### src/rtl/pipe_stage_skid.sv
// rtl/pipe_stage_skid.sv - elastic valid/ready pipeline register with optional 2-entry skid and flush bubble
module pipe_stage_skid #(
    parameter int                DATA_W     = 32,
    parameter int                NUM_FIELDS = 4,
    parameter bit                SKID       = 1'b1,
    parameter int                NOP_FIELD  = 3,
    parameter logic [DATA_W-1:0] NOP_VALUE  = 32'h0000_0013
) (
    input  logic                         clk,
    input  logic                         rst,
    input  logic                         flush,
    input  logic                         in_valid,
    output logic                         in_ready,
    input  logic [NUM_FIELDS*DATA_W-1:0] in_data,
    output logic                         out_valid,
    input  logic                         out_ready,
    output logic [NUM_FIELDS*DATA_W-1:0] out_data,
    output logic [1:0]                   occupancy
);

    localparam int PW = NUM_FIELDS * DATA_W;

    function automatic logic [PW-1:0] bubble_f();
        logic [PW-1:0] b;
        b = '0;
        b[NOP_FIELD*DATA_W +: DATA_W] = NOP_VALUE;
        return b;
    endfunction

    localparam logic [PW-1:0] BUBBLE = bubble_f();

    typedef enum logic [1:0] {
        EMPTY = 2'd0,
        ONE   = 2'd1,
        FULL  = 2'd2
    } state_t;

    if (SKID) begin : g_skid
        state_t          state_q, state_d;
        logic [PW-1:0]   main_q, main_d;
        logic [PW-1:0]   skid_q, skid_d;
        logic            in_ready_q, in_ready_d;
        logic            in_fire, out_fire;

        assign in_fire  = in_valid && in_ready_q;
        assign out_fire = (state_q != EMPTY) && out_ready;

        always_comb begin
            state_d = state_q;
            main_d  = main_q;
            skid_d  = skid_q;
            case (state_q)
                EMPTY: begin
                    if (in_fire) begin
                        state_d = ONE;
                        main_d  = in_data;
                    end
                end
                ONE: begin
                    if (in_fire && out_fire) begin
                        main_d = in_data;
                    end else if (in_fire) begin
                        state_d = FULL;
                        skid_d  = in_data;
                    end else if (out_fire) begin
                        state_d = EMPTY;
                    end
                end
                FULL: begin
                    if (out_fire) begin
                        state_d = ONE;
                        main_d  = skid_q;
                    end
                end
                default: state_d = EMPTY;
            endcase
            // Reset and flush share one path so a mid-run reset looks exactly like a flush.
            if (rst || flush) begin
                state_d = EMPTY;
                main_d  = BUBBLE;
                skid_d  = BUBBLE;
            end
            in_ready_d = (state_d != FULL);
        end

        always_ff @(posedge clk) begin
            state_q    <= state_d;
            main_q     <= main_d;
            skid_q     <= skid_d;
            in_ready_q <= in_ready_d;
        end

        assign in_ready  = in_ready_q;
        assign out_valid = (state_q != EMPTY);
        assign out_data  = main_q;
        assign occupancy = state_q;
    end else begin : g_noskid
        logic          valid_q, valid_d;
        logic [PW-1:0] main_q, main_d;
        logic          in_fire, out_fire;

        assign in_ready = !valid_q || out_ready;
        assign in_fire  = in_valid && in_ready;
        assign out_fire = valid_q && out_ready;

        always_comb begin
            valid_d = valid_q;
            main_d  = main_q;
            if (in_fire) begin
                valid_d = 1'b1;
                main_d  = in_data;
            end else if (out_fire) begin
                valid_d = 1'b0;
            end
            if (rst || flush) begin
                valid_d = 1'b0;
                main_d  = BUBBLE;
            end
        end

        always_ff @(posedge clk) begin
            valid_q <= valid_d;
            main_q  <= main_d;
        end

        assign out_valid = valid_q;
        assign out_data  = main_q;
        assign occupancy = {1'b0, valid_q};
    end

endmodule

### config.mk
export PLATFORM = sky130hd
export DESIGN_NAME = pipe_stage_skid
export DESIGN_NICKNAME = d
export VERILOG_FILES = /design/src/rtl/pipe_stage_skid.sv
export SDC_FILE = /design/constraint.sdc
export NUM_CORES = 1
export LEC_CHECK = 0
export ABC_AREA = 0
export BUFFER_PORTS_ARGS = -buffer_cell sky130_fd_sc_hd__buf_2
export CORE_MARGIN = 2
export CORE_UTILIZATION = 43
export DETAILED_ROUTE_END_ITERATION = 6
export GPL_TIMING_DRIVEN = 0
export MAX_ROUTING_LAYER = met4
export PLACE_DENSITY = 0.73
export SETUP_SLACK_MARGIN = 0.1
export SYNTH_ARGS = -nofsm -noshare
export SYNTH_HDL_FRONTEND = slang
export SYNTH_SLANG_ARGS = --single-unit
### constraint.sdc
create_clock -name clk -period 1.9 [get_ports clk]
set_clock_uncertainty 0.15 [all_clocks]
set_input_delay 0.38 -clock clk [delete_from_list [all_inputs] [get_ports clk]]
set_output_delay 0.38 -clock clk [all_outputs]
set_load 0.02 [all_outputs]
==> metrics.cfg, run 1 <==
[route]
wire_per_inst_um = 16.6
vias = 9785
drc = 0
vias_per_cell = 5.09
first_iter_violations = 529
wirelength_um = 31800
drtAntennaViolNets = 0
firstDrtPassIters = 5

[synth]
yosysMostFrequentCell = dfxtp_1
async_reset_ff_frac = 0
yosysSeqAreaShare = 0.486
ys_types = 27
yosysTopAreaCellShare = 0.486
synthCells = 1147
synth_warnings = 0
yosys_register_bits = 259
avgSynthCellArea_um2 = 9.30
syn-cell-area_um2 = 10700
synth_nets = 1280
synth_common_cells = 259 x dfxtp_1, 258 x nand2_1, 129 x mux2i_1
synth_edf_count = 0
synth-main-ff-cell = dfxtp_1
yosys.area.top_type = dfxtp_1
netlist_top_cells_area = dfxtp_1 49%, a211oi_2 12%, mux2i_1 12%

[sta]
slew_headroom = 0.494
post-route-period-util = 0.985
hold_ws_ns = 0.0829
hold_viol_final = 0
rsz0062_at_grt = yes
setup_tns_ns = 0
drv_slew = 0
final.min_clock_period_ns = 1.87
worst_slew_pin_slew_ns = 0.758
fmax_ghz = 0.534
setup_viol = 0

[clock_network]
cts_buffers = 28
cts_root_buffer = clkbuf_16
path_clk_slew_ns = 0.06
clk_latency_ns = 0.54
cts_sinks = 259
cts_tree = done
htree_num_levels = 1
clockBufferDepth = 3

[hold_path]
min_path_type = in2reg
whs_path_depth = 3
whs_endpoint = in_ready
hp-start = in_valid

[floorplanning]
ios = 265
start_util = 0.439
num_rows = 57
die_h_um = 162
core_area_um2 = 24300
die-area_um2 = 26100
fp.dieW_um = 162

[power]
p_per_area_nw_per_um2 = 861
peakVddDrop_v = 0.000562
power.leakage_nw = 6.80
p_total_mw = 12.9

[global_routing]
track_usage = 0.238
grt_pass1_wl_um = 49100
grt_max_degree = 14
antenna_found_initial = 3
overflow = 0
grt_pass1_vias = 9485

[outcome]
status = finished, final reports clean

[setup_path]
regToRegSetupSlack_ns = 0.14
reg2reg_to = g_skid.skid_q[26]
cp-end-kind = output port
r2r_cells = 6
path_max_fanout = 7
start_kind = flop
cp_data_arrival_time_ns = 1.34
cp.required_ns = 1.37
worst-setup-path-type = reg2out
r2r_start = occupancy[0]

[placement]
portBuffers = 264
dp_hpwl_um = 20600
numPlacedInstances = 1735
routabilityCongestion = 0.817

[layout]
syn2layout_area_growth_pct = 40.6
drive_gt1_frac = 0.318
fin_nets = 1710
fill_cells = 1978
final_cells = 1922
fin_util = 0.617

[job]
maxCapViolCount = 0

==> what timing repair did <==
item,CTS,global route
hold endpoints to repair,129,0
cloned,1,1
gates resized for setup,64,45
buffers inserted,3,0
pin swaps,2,0
setup endpoints to repair,245,233
hold buffers,131,0
==> registers in the layout, summed over array words and instances, names as in the netlist <==
| signal | flops |
|---|---|
| out_data | 128 |
| g_skid.skid_q | 128 |
| in_ready | 1 |
| occupancy | 2 |
==> where the power goes <==
part           switching, mW  internal, mW
clock                   2.18          3.44
sequential            0.0795          5.58
combinational          0.950         0.696
total                   3.21          9.72
==> metal layers <==
layer / global-route usage / wire, um
met3: 0.0395 / 1600
met2: 0.401 / 15500
met5: - / 0
met4: 0.0751 / 909
met1: 0.292 / 13800
==> worst max path at each step <==
stage	from	to	slack, ns	cells past startpoint
after global routing	occupancy[1]	out_valid	-0.0002	3
after CTS	occupancy[1]	out_valid	0.02	3
after floorplan	in_ready	g_skid.skid_q[118]	0.12	6
after global placement	flush	out_data[41]	-0.53	6
after detailed placement	rst	out_data[44]	-0.56	6
final	occupancy[1]	out_valid	0.03	3
==> worst max-delay path: stages, from the launching register on <==
cell	delay, ns
dfxtp_2	0.32
buf_6	0.13
or2_4	0.23
buf_6	0.13
==> per-stage QoR <==
step | area [um^2] | setup WS (ns)
after floorplan | 10700 | 0.124
after global placement | 12400 | -0.530
after detailed placement | 12400 | -0.560
after CTS | 14900 | 0.0175
after global routing | 15000 | -0.000172
final | 15000 | 0.0290
==> kinds of logic after synthesis <==
| logic type | Yosys count | synth area share |
|---|---|---|
| mux | 129 | 0.121 |
| buf+inv | 102 | 0.0470 |
| simple gates | 400 | 0.144 |
| compound gates | 257 | 0.202 |
| flops | 259 | 0.486 |
==> area by class of cell <==
type | instances | area (um^2) | share of cell area
sequential | 259 | 5190 | 0.346
multi-input combinational | 786 | 5040 | 0.336
clock buffer | 42 | 845 | 0.0563
inverter | 1 | 3.75 | 0.000250
tap | 324 | 405 | 0.0270
antenna | 3 | 7.51 | 0.000500
buffer | 101 | 724 | 0.0483
clock inverter | 6 | 105 | 0.00700
timing repair buffer | 400 | 2690 | 0.179
==> cells in the final DEF (no fill, tap or decap), types with 2 or more instances in the layout <==
master	count
nand3_1	3
nand2_1	257
buf_2	287
a211oi_2	107
diode_2	3
clkbuf_2	6
a31oi_1	3
nor2_1	127
dlygate4sd3_1	131
buf_6	27
dfxtp_1	256
clkbuf_16	29
a211oi_1	18
mux2i_2	7
nor3_1	3
clkbuf_4	3
nand2b_1	2
clkbuf_8	8
bufinv_16	3
buf_8	5
clkinv_2	3
a21oi_1	125
clkbuf_1	32
buf_4	13
dfxtp_2	3
mux2i_1	122
Power figures use the tool's default switching activity.
==> run 2: changes to the inputs <==
--- a/config.mk
+++ b/config.mk
@@ -6,5 +6,5 @@
 export NUM_CORES = 1
 export LEC_CHECK = 0
-export ABC_AREA = 0
+export ABC_AREA = 1
 export BUFFER_PORTS_ARGS = -buffer_cell sky130_fd_sc_hd__buf_2
 export CORE_MARGIN = 2
@@ -13,5 +13,5 @@
 export GPL_TIMING_DRIVEN = 0
 export MAX_ROUTING_LAYER = met4
-export PLACE_DENSITY = 0.73
+export PLACE_DENSITY = 0.72
 export SETUP_SLACK_MARGIN = 0.1
 export SYNTH_ARGS = -nofsm -noshare
==> constraint.sdc (replaced) <==
create_clock -name clk -period 1.9 [get_ports clk]
set_clock_uncertainty 0.15 [all_clocks]
set_input_delay 0.095 -clock clk [delete_from_list [all_inputs] [get_ports clk]]
set_output_delay 0.095 -clock clk [all_outputs]
set_load 0.02 [all_outputs]
==> metrics.cfg, run 2 <==
[outcome]
status = finished, final reports clean

[setup_path]
crit_cells = 7  ; +4
path_cells = buf_2 -> nor2_2 -> dlygate4sd3_1 -> buf_2 -> buf_1 -> nand2_1 -> nor2_1
cp.required_ns = 2.22  ; +0.85 ns
worst-setup-path-type = in2reg
start_kind = input port
cp-end-kind = flop
path_max_fanout = 10  ; +3
cpPeakStageDelay_ns = 0.61  ; +0.29 ns
r2r_cells = 8  ; +2
critPathTopFamily = buffers and inverters
cp_data_arrival_time_ns = 2.01  ; +0.67 ns
worstPathBufferInverterCount = 4  ; +2
cp_slowest_cell = dlygate4sd3_1
crit_top_cell = buf_2

[floorplanning]
core_area_um2 = 26000  ; +6.8%
num_rows = 59  ; +3.5%
start_util = 0.436  ; -0.00231
die-area_um2 = 27700  ; +6.1%
ios = 265  ; unchanged
fp.dieW_um = 166  ; +3.0%
die_h_um = 166  ; +3.0%

[sta]
post-route-period-util = 0.890  ; -0.0942
worst_slew_pin_slew_ns = 0.556  ; -0.202 ns
setup_tns_ns = 0  ; unchanged
hold_viol_final = 0  ; unchanged
slew_headroom = 0.629  ; +0.135
drv_slew = 0  ; unchanged
final.min_clock_period_ns = 1.69  ; -0.179 ns
rsz0062_at_grt = yes
fmax_ghz = 0.591  ; +11%
setup_viol = 0  ; unchanged
hold_ws_ns = 0.180  ; +0.0970 ns

[global_routing]
grt_pass1_wl_um = 54900  ; +12%
track_usage = 0.244  ; +0.00564
grt_max_degree = 14  ; unchanged
grt_pass1_vias = 11400  ; +20%
antenna_found_initial = 0  ; -3
overflow = 0  ; unchanged

[synth]
synth_warnings = 0  ; unchanged
synth-main-ff-cell = dfxtp_1
synthCells = 1795  ; +56%
yosysTopAreaCellShare = 0.457  ; -0.0287
synth_edf_count = 0  ; unchanged
synth_common_cells = 900 x nand2_1, 259 x dfxtp_1, 253 x nor2_1
syn-cell-area_um2 = 11300  ; +6.3%
netlist_top_cells_area = dfxtp_1 46%, nand2_1 30%, nor2_1 8.4%
synth_nets = 1928  ; +51%
yosys.area.top_type = dfxtp_1
yosysSeqAreaShare = 0.457  ; -0.0287
yosysMostFrequentCell = nand2_1
yosys_register_bits = 259  ; unchanged
async_reset_ff_frac = 0  ; unchanged
ys_types = 18  ; -33%
avgSynthCellArea_um2 = 6.32  ; -32%

[route]
vias_per_cell = 4.61  ; -9.4%
wl_met3_um = 2040  ; +27%
firstDrtPassIters = 5  ; unchanged
wirelength_um = 33800  ; +6.2%
vias = 11900  ; +22%
drtAntennaViolNets = 0  ; unchanged
routed-wl-met2_um = 15900  ; +2.4%
wl_met1_um = 14800  ; +7.1%
top_layer = met4
drc = 0  ; unchanged
wire_per_inst_um = 13.1  ; -21%
first_iter_violations = 798  ; +51%

[layout]
antenna_cells = 0  ; -3
fin_util = 0.595  ; -0.0225
final_common_cell = nand2_1
drive_gt1_frac = 0.182  ; -0.136
final_area_um2 = 15400  ; +3.0%
syn2layout_area_growth_pct = 36.2
final_cell_mix = 898 x nand2_1, 307 x buf_2, 259 x dfxtp_1, 253 x nor2_1, 133 x dlygate4sd3_1
fill_cells = 2442  ; +23%
fin_nets = 2356  ; +38%

[placement]
dp_hpwl_um = 22000  ; +6.9%
routabilityCongestion = 0.842  ; +3.0%
portBuffers = 264  ; unchanged
placed_cell_area_um2 = 13100  ; +5.5%

[job]
maxCapViolCount = 0  ; unchanged

[clock_network]
cts_sinks = 259  ; unchanged
cts_tree = done
clk_latency_ns = 0.53  ; about the same
htree_num_levels = 1  ; unchanged
cts_root_buffer = clkbuf_16
cts_buffers = 29  ; +3.6%
cts_setup_buffers = 0  ; -3
path_clk_slew_ns = 0.06  ; about the same
clockBufferDepth = 3  ; unchanged

[power]
p_per_area_nw_per_um2 = 835  ; -3.1%
peakVddDrop_v = 0.000627  ; +12%
p_total_mw = 12.9  ; -0.20%
power.leakage_nw = 7.52  ; +11%

[hold_path]
whs_path_depth = 4  ; +1
min_path_type = in2reg

[run 2: changes by cell type in the layout (fill, tap and decap cells not counted), moves of 5 or more]
cell,previous run,this run
clkbuf_1,32,21
inv_1,1,128
buf_2,287,307
clkbuf_4,3,8
buf_4,13,24
a211oi_1,18,0
buf_6,27,8
mux2i_1,122,0
a211oi_2,107,0
nand2_1,257,898
nor2_1,127,253
mux2i_2,7,0
nand3_1,3,10
[run 2: kinds of logic after synthesis]
group,count (synthesis),share of synthesized area
simple gates,1167,0.388
buf+inv,241,0.0977
flops,259,0.457
compound gates,128,0.0567
[run 2: what timing repair did]
item	CTS	global route
hold buffers	133	0
endpoints found under the setup margin	75	223
endpoints found under the hold margin	259	0
gates resized for setup	2	32
[run 2: stage by stage]
step | worst slack, ns | instances
3_5_place_dp | 0.0214 | 2394
4_1_cts | 0.102 | 2578
3_3_place_gp | 0.0460 | 2394
6_report | 0.208 | 2578
2_1_floorplan | 0.307 | 1795
5_1_grt | 0.0960 | 2578
[run 2: power breakdown]
| group | internal, mW | switching, mW |
|---|---|---|
| Combinational | 0.652 | 0.914 |
| Clock | 3.47 | 2.22 |
| Sequential | 5.57 | 0.0706 |
| Total | 9.69 | 3.20 |
[run 2: cell type report]
type	count	area, um^2	area share
multi-input cells	1295	5050	0.327
repair buffers	397	2650	0.172
inverters	130	488	0.0316
flip-flops and latches	259	5180	0.336
clock inverters	8	92.6	0.00599
well taps	335	419	0.0271
clock buffers	43	888	0.0575
plain buffers	111	671	0.0434
[run 2: final timing paths]
path / startpoint / to / slack (ns)
worst max-delay path: flush / out_data[13] / 0.21
worst min-delay path: in_data[96] / g_skid.skid_q[96] / 0.18
worst max register to register: occupancy[1] / out_data[50] / 0.22
worst min register to register: g_skid.skid_q[10] / g_skid.skid_q[10] / 0.31
[run 2: layer usage]
layer / global-route usage / vias to the layer above
met5: - / -
met2: 0.416 / 345
met4: 0.0798 / 0
li1: - / 6202
met1: 0.292 / 5267
met3: 0.0421 / 83
[run 2: worst min-delay path: stages]
cell and delay (ns):
dlygate4sd3_1 0.53, buf_2 0.11, nand2_1 0.05, nand3_1 0.05
==> run 3: changes to the inputs <==
BUFFER_PORTS_ARGS = not set   (was -buffer_cell sky130_fd_sc_hd__buf_2)
DONT_BUFFER_PORTS = 1   (was not set)
PLACE_DENSITY = 0.64   (was 0.72)
==> metrics.cfg, run 3 (same netlist as run 2, synthesis figures left out) <==
[setup_path]
crit_cells = 8  ; +1
reg2reg_to = out_data[44]
worst-setup-path-type = reg2reg
path_cells = nand2_2 -> nand2_2 -> nand3_1 -> buf_6 -> buf_6 -> buf_6 -> nor2_1 -> nor2_1
critPathTopFamily = simple AND/OR/NAND/NOR gates
regToRegSetupSlack_ns = 0.18  ; -0.04 ns
crit_top_cell = buf_6
path_max_fanout = 10  ; unchanged
r2r_start = in_ready
start_kind = flop
cp-end-kind = flop
cpPeakStageDelay_ns = 0.40  ; -0.21 ns
worstPathBufferInverterCount = 3  ; -1
cp.required_ns = 2.18  ; -0.04 ns
crit_start = in_ready
cp_slowest_cell = dfxtp_4
cp_data_arrival_time_ns = 1.99  ; -0.02 ns
r2r_cells = 8  ; unchanged

[sta]
worst_slack_ns = 0.185  ; -0.0232 ns
post-route-period-util = 0.903  ; +0.0122
setup_viol = 0  ; unchanged
setup_tns_ns = 0  ; unchanged
final.min_clock_period_ns = 1.72  ; +0.0232 ns
hold_ws_ns = 0.125  ; -0.0549 ns
rsz0062_at_grt = yes
drv_slew = 0  ; unchanged
fmax_ghz = 0.583  ; -1.4%
hold_viol_final = 0  ; unchanged
worst_slew_pin_slew_ns = 0.602  ; +0.0461 ns
slew_headroom = 0.599  ; -0.0308

[hold_path]
min_path_type = in2reg
hp-start = in_data[97]
whs_path_depth = 3  ; -1
whs_endpoint = g_skid.skid_q[97]

[route]
vias = 10800  ; -9.3%
wire_per_inst_um = 13.7  ; +4.6%
drtAntennaViolNets = 0  ; unchanged
vias_per_cell = 4.66  ; +1.0%
first_iter_violations = 669  ; -16%
firstDrtPassIters = 5  ; unchanged
drc = 0  ; unchanged
wirelength_um = 31800  ; -6.1%

[layout]
fin_nets = 2090  ; -11%
drive_gt1_frac = 0.0748  ; -0.108
final_cells = 2315  ; -10%
final_cell_mix = 898 x nand2_1, 256 x dfxtp_1, 252 x nor2_1, 131 x dlygate4sd3_1, 128 x inv_1
syn2layout_area_growth_pct = 25.0
fin_util = 0.546  ; -0.0489
final_common_cell = nand2_1
final_area_um2 = 14200  ; -8.2%

[floorplanning]
start_util = 0.436  ; unchanged
core_area_um2 = 26000  ; unchanged
die_h_um = 166  ; unchanged
ios = 265  ; unchanged
num_rows = 59  ; unchanged
fp.dieW_um = 166  ; unchanged
die-area_um2 = 27700  ; unchanged

[clock_network]
cts_buffers = 29  ; unchanged
htree_num_levels = 1  ; unchanged
cts_root_buffer = clkbuf_16
path_clk_slew_ns = 0.06  ; about the same
clockBufferDepth = 3  ; unchanged
cts_tree = done
cts_sinks = 259  ; unchanged
clk_latency_ns = 0.54  ; about the same

[global_routing]
grt_pass1_vias = 10300  ; -9.5%
antenna_found_initial = 1  ; +1
grt_pass1_wl_um = 52100  ; -5.0%
grt_max_degree = 14  ; unchanged
overflow = 0  ; unchanged
track_usage = 0.231  ; -0.0123

[power]
p_seq_frac = 0.449  ; +0.011
combPwrFrac = 0.087  ; -0.034
p_per_area_nw_per_um2 = 915  ; +9.6%
peakVddDrop_v = 0.000652  ; +3.9%
intPower_mw = 9.77  ; +0.82%
p_switching_mw = 3.20  ; about the same
swShare = 0.247  ; -0.00167
power.leakage_nw = 6.32  ; -16%
clock_power_share = 0.464  ; +0.023
p_total_mw = 13.0  ; +0.60%

[placement]
numPlacedInstances = 2130  ; -11%
place_ws_ns = -0.133  ; -0.155 ns
dp_hpwl_um = 21400  ; -3.0%
routabilityCongestion = 0.847  ; +0.59%
placed_cell_area_um2 = 11800  ; -10%
portBuffers = 0  ; -100%

[job]
maxCapViolCount = 0  ; unchanged

[outcome]
status = finished, final reports clean

## run 3: cell types whose count changed in the layout (fill, tap and decap cells not counted), sizes merged
cell | previous run | this run
clkbuf | 76 | 73
buf | 342 | 77
bufinv | 2 | 5
diode | 0 | 1
clkinv | 5 | 8
dlygate4sd3 | 133 | 131
## run 3: worst register-to-register path, stage by stage (launching register included)
cell and delay (ns):
dfxtp_4 0.40, nand2_2 0.10, nand2_2 0.10, nand3_1 0.12
buf_6 0.20, buf_6 0.18, buf_6 0.15, nor2_1 0.14
nor2_1 0.07
## run 3: repair_timing
action / 4_1_cts / 5_1_grt
cloned: 0 / 0
setup buffers: 0 / 0
hold buffers: 131 / 0
resized for setup: 11 / 25
hold endpoints to repair: 259 / 0
setup endpoints to repair: 246 / 224
## run 3: worst max path at each step
stage,to
2_1_floorplan,out_data[100]
3_3_place_gp,out_data[44]
6_report,out_data[44]
5_1_grt,g_skid.skid_q[84]
3_5_place_dp,out_data[44]
4_1_cts,out_data[63]
## run 3: area by class of cell
type	count	area [um^2]
Antenna cell	1	2.50
Inverter	130	488
Fill cell	2531	11800
Clock inverter	14	198
Buffer	111	674
Timing Repair Buffer	131	1310
Multi-Input combinational cell	1295	5060
Sequential cell	259	5200
Tap cell	335	419
Clock buffer	39	833
## run 3: power by group through the flow
stage,logic (mW),clock network [mW],registers [mW]
after floorplan,0.660,0,5.91
after global placement,0.833,0,5.95
after detailed placement,0.841,0,5.95
after CTS,1.12,6.14,5.83
after global routing,1.29,6.38,5.84
final,1.13,6.02,5.83
## run 3: layer usage
metal / GRT usage / wire, um / vias up
li1: - / - / 5675
met1: 0.296 / 14400 / 4750
met2: 0.368 / 14300 / 310
met3: 0.0504 / 2300 / 55
met4: 0.0697 / 805 / 0
met5: - / 0 / -
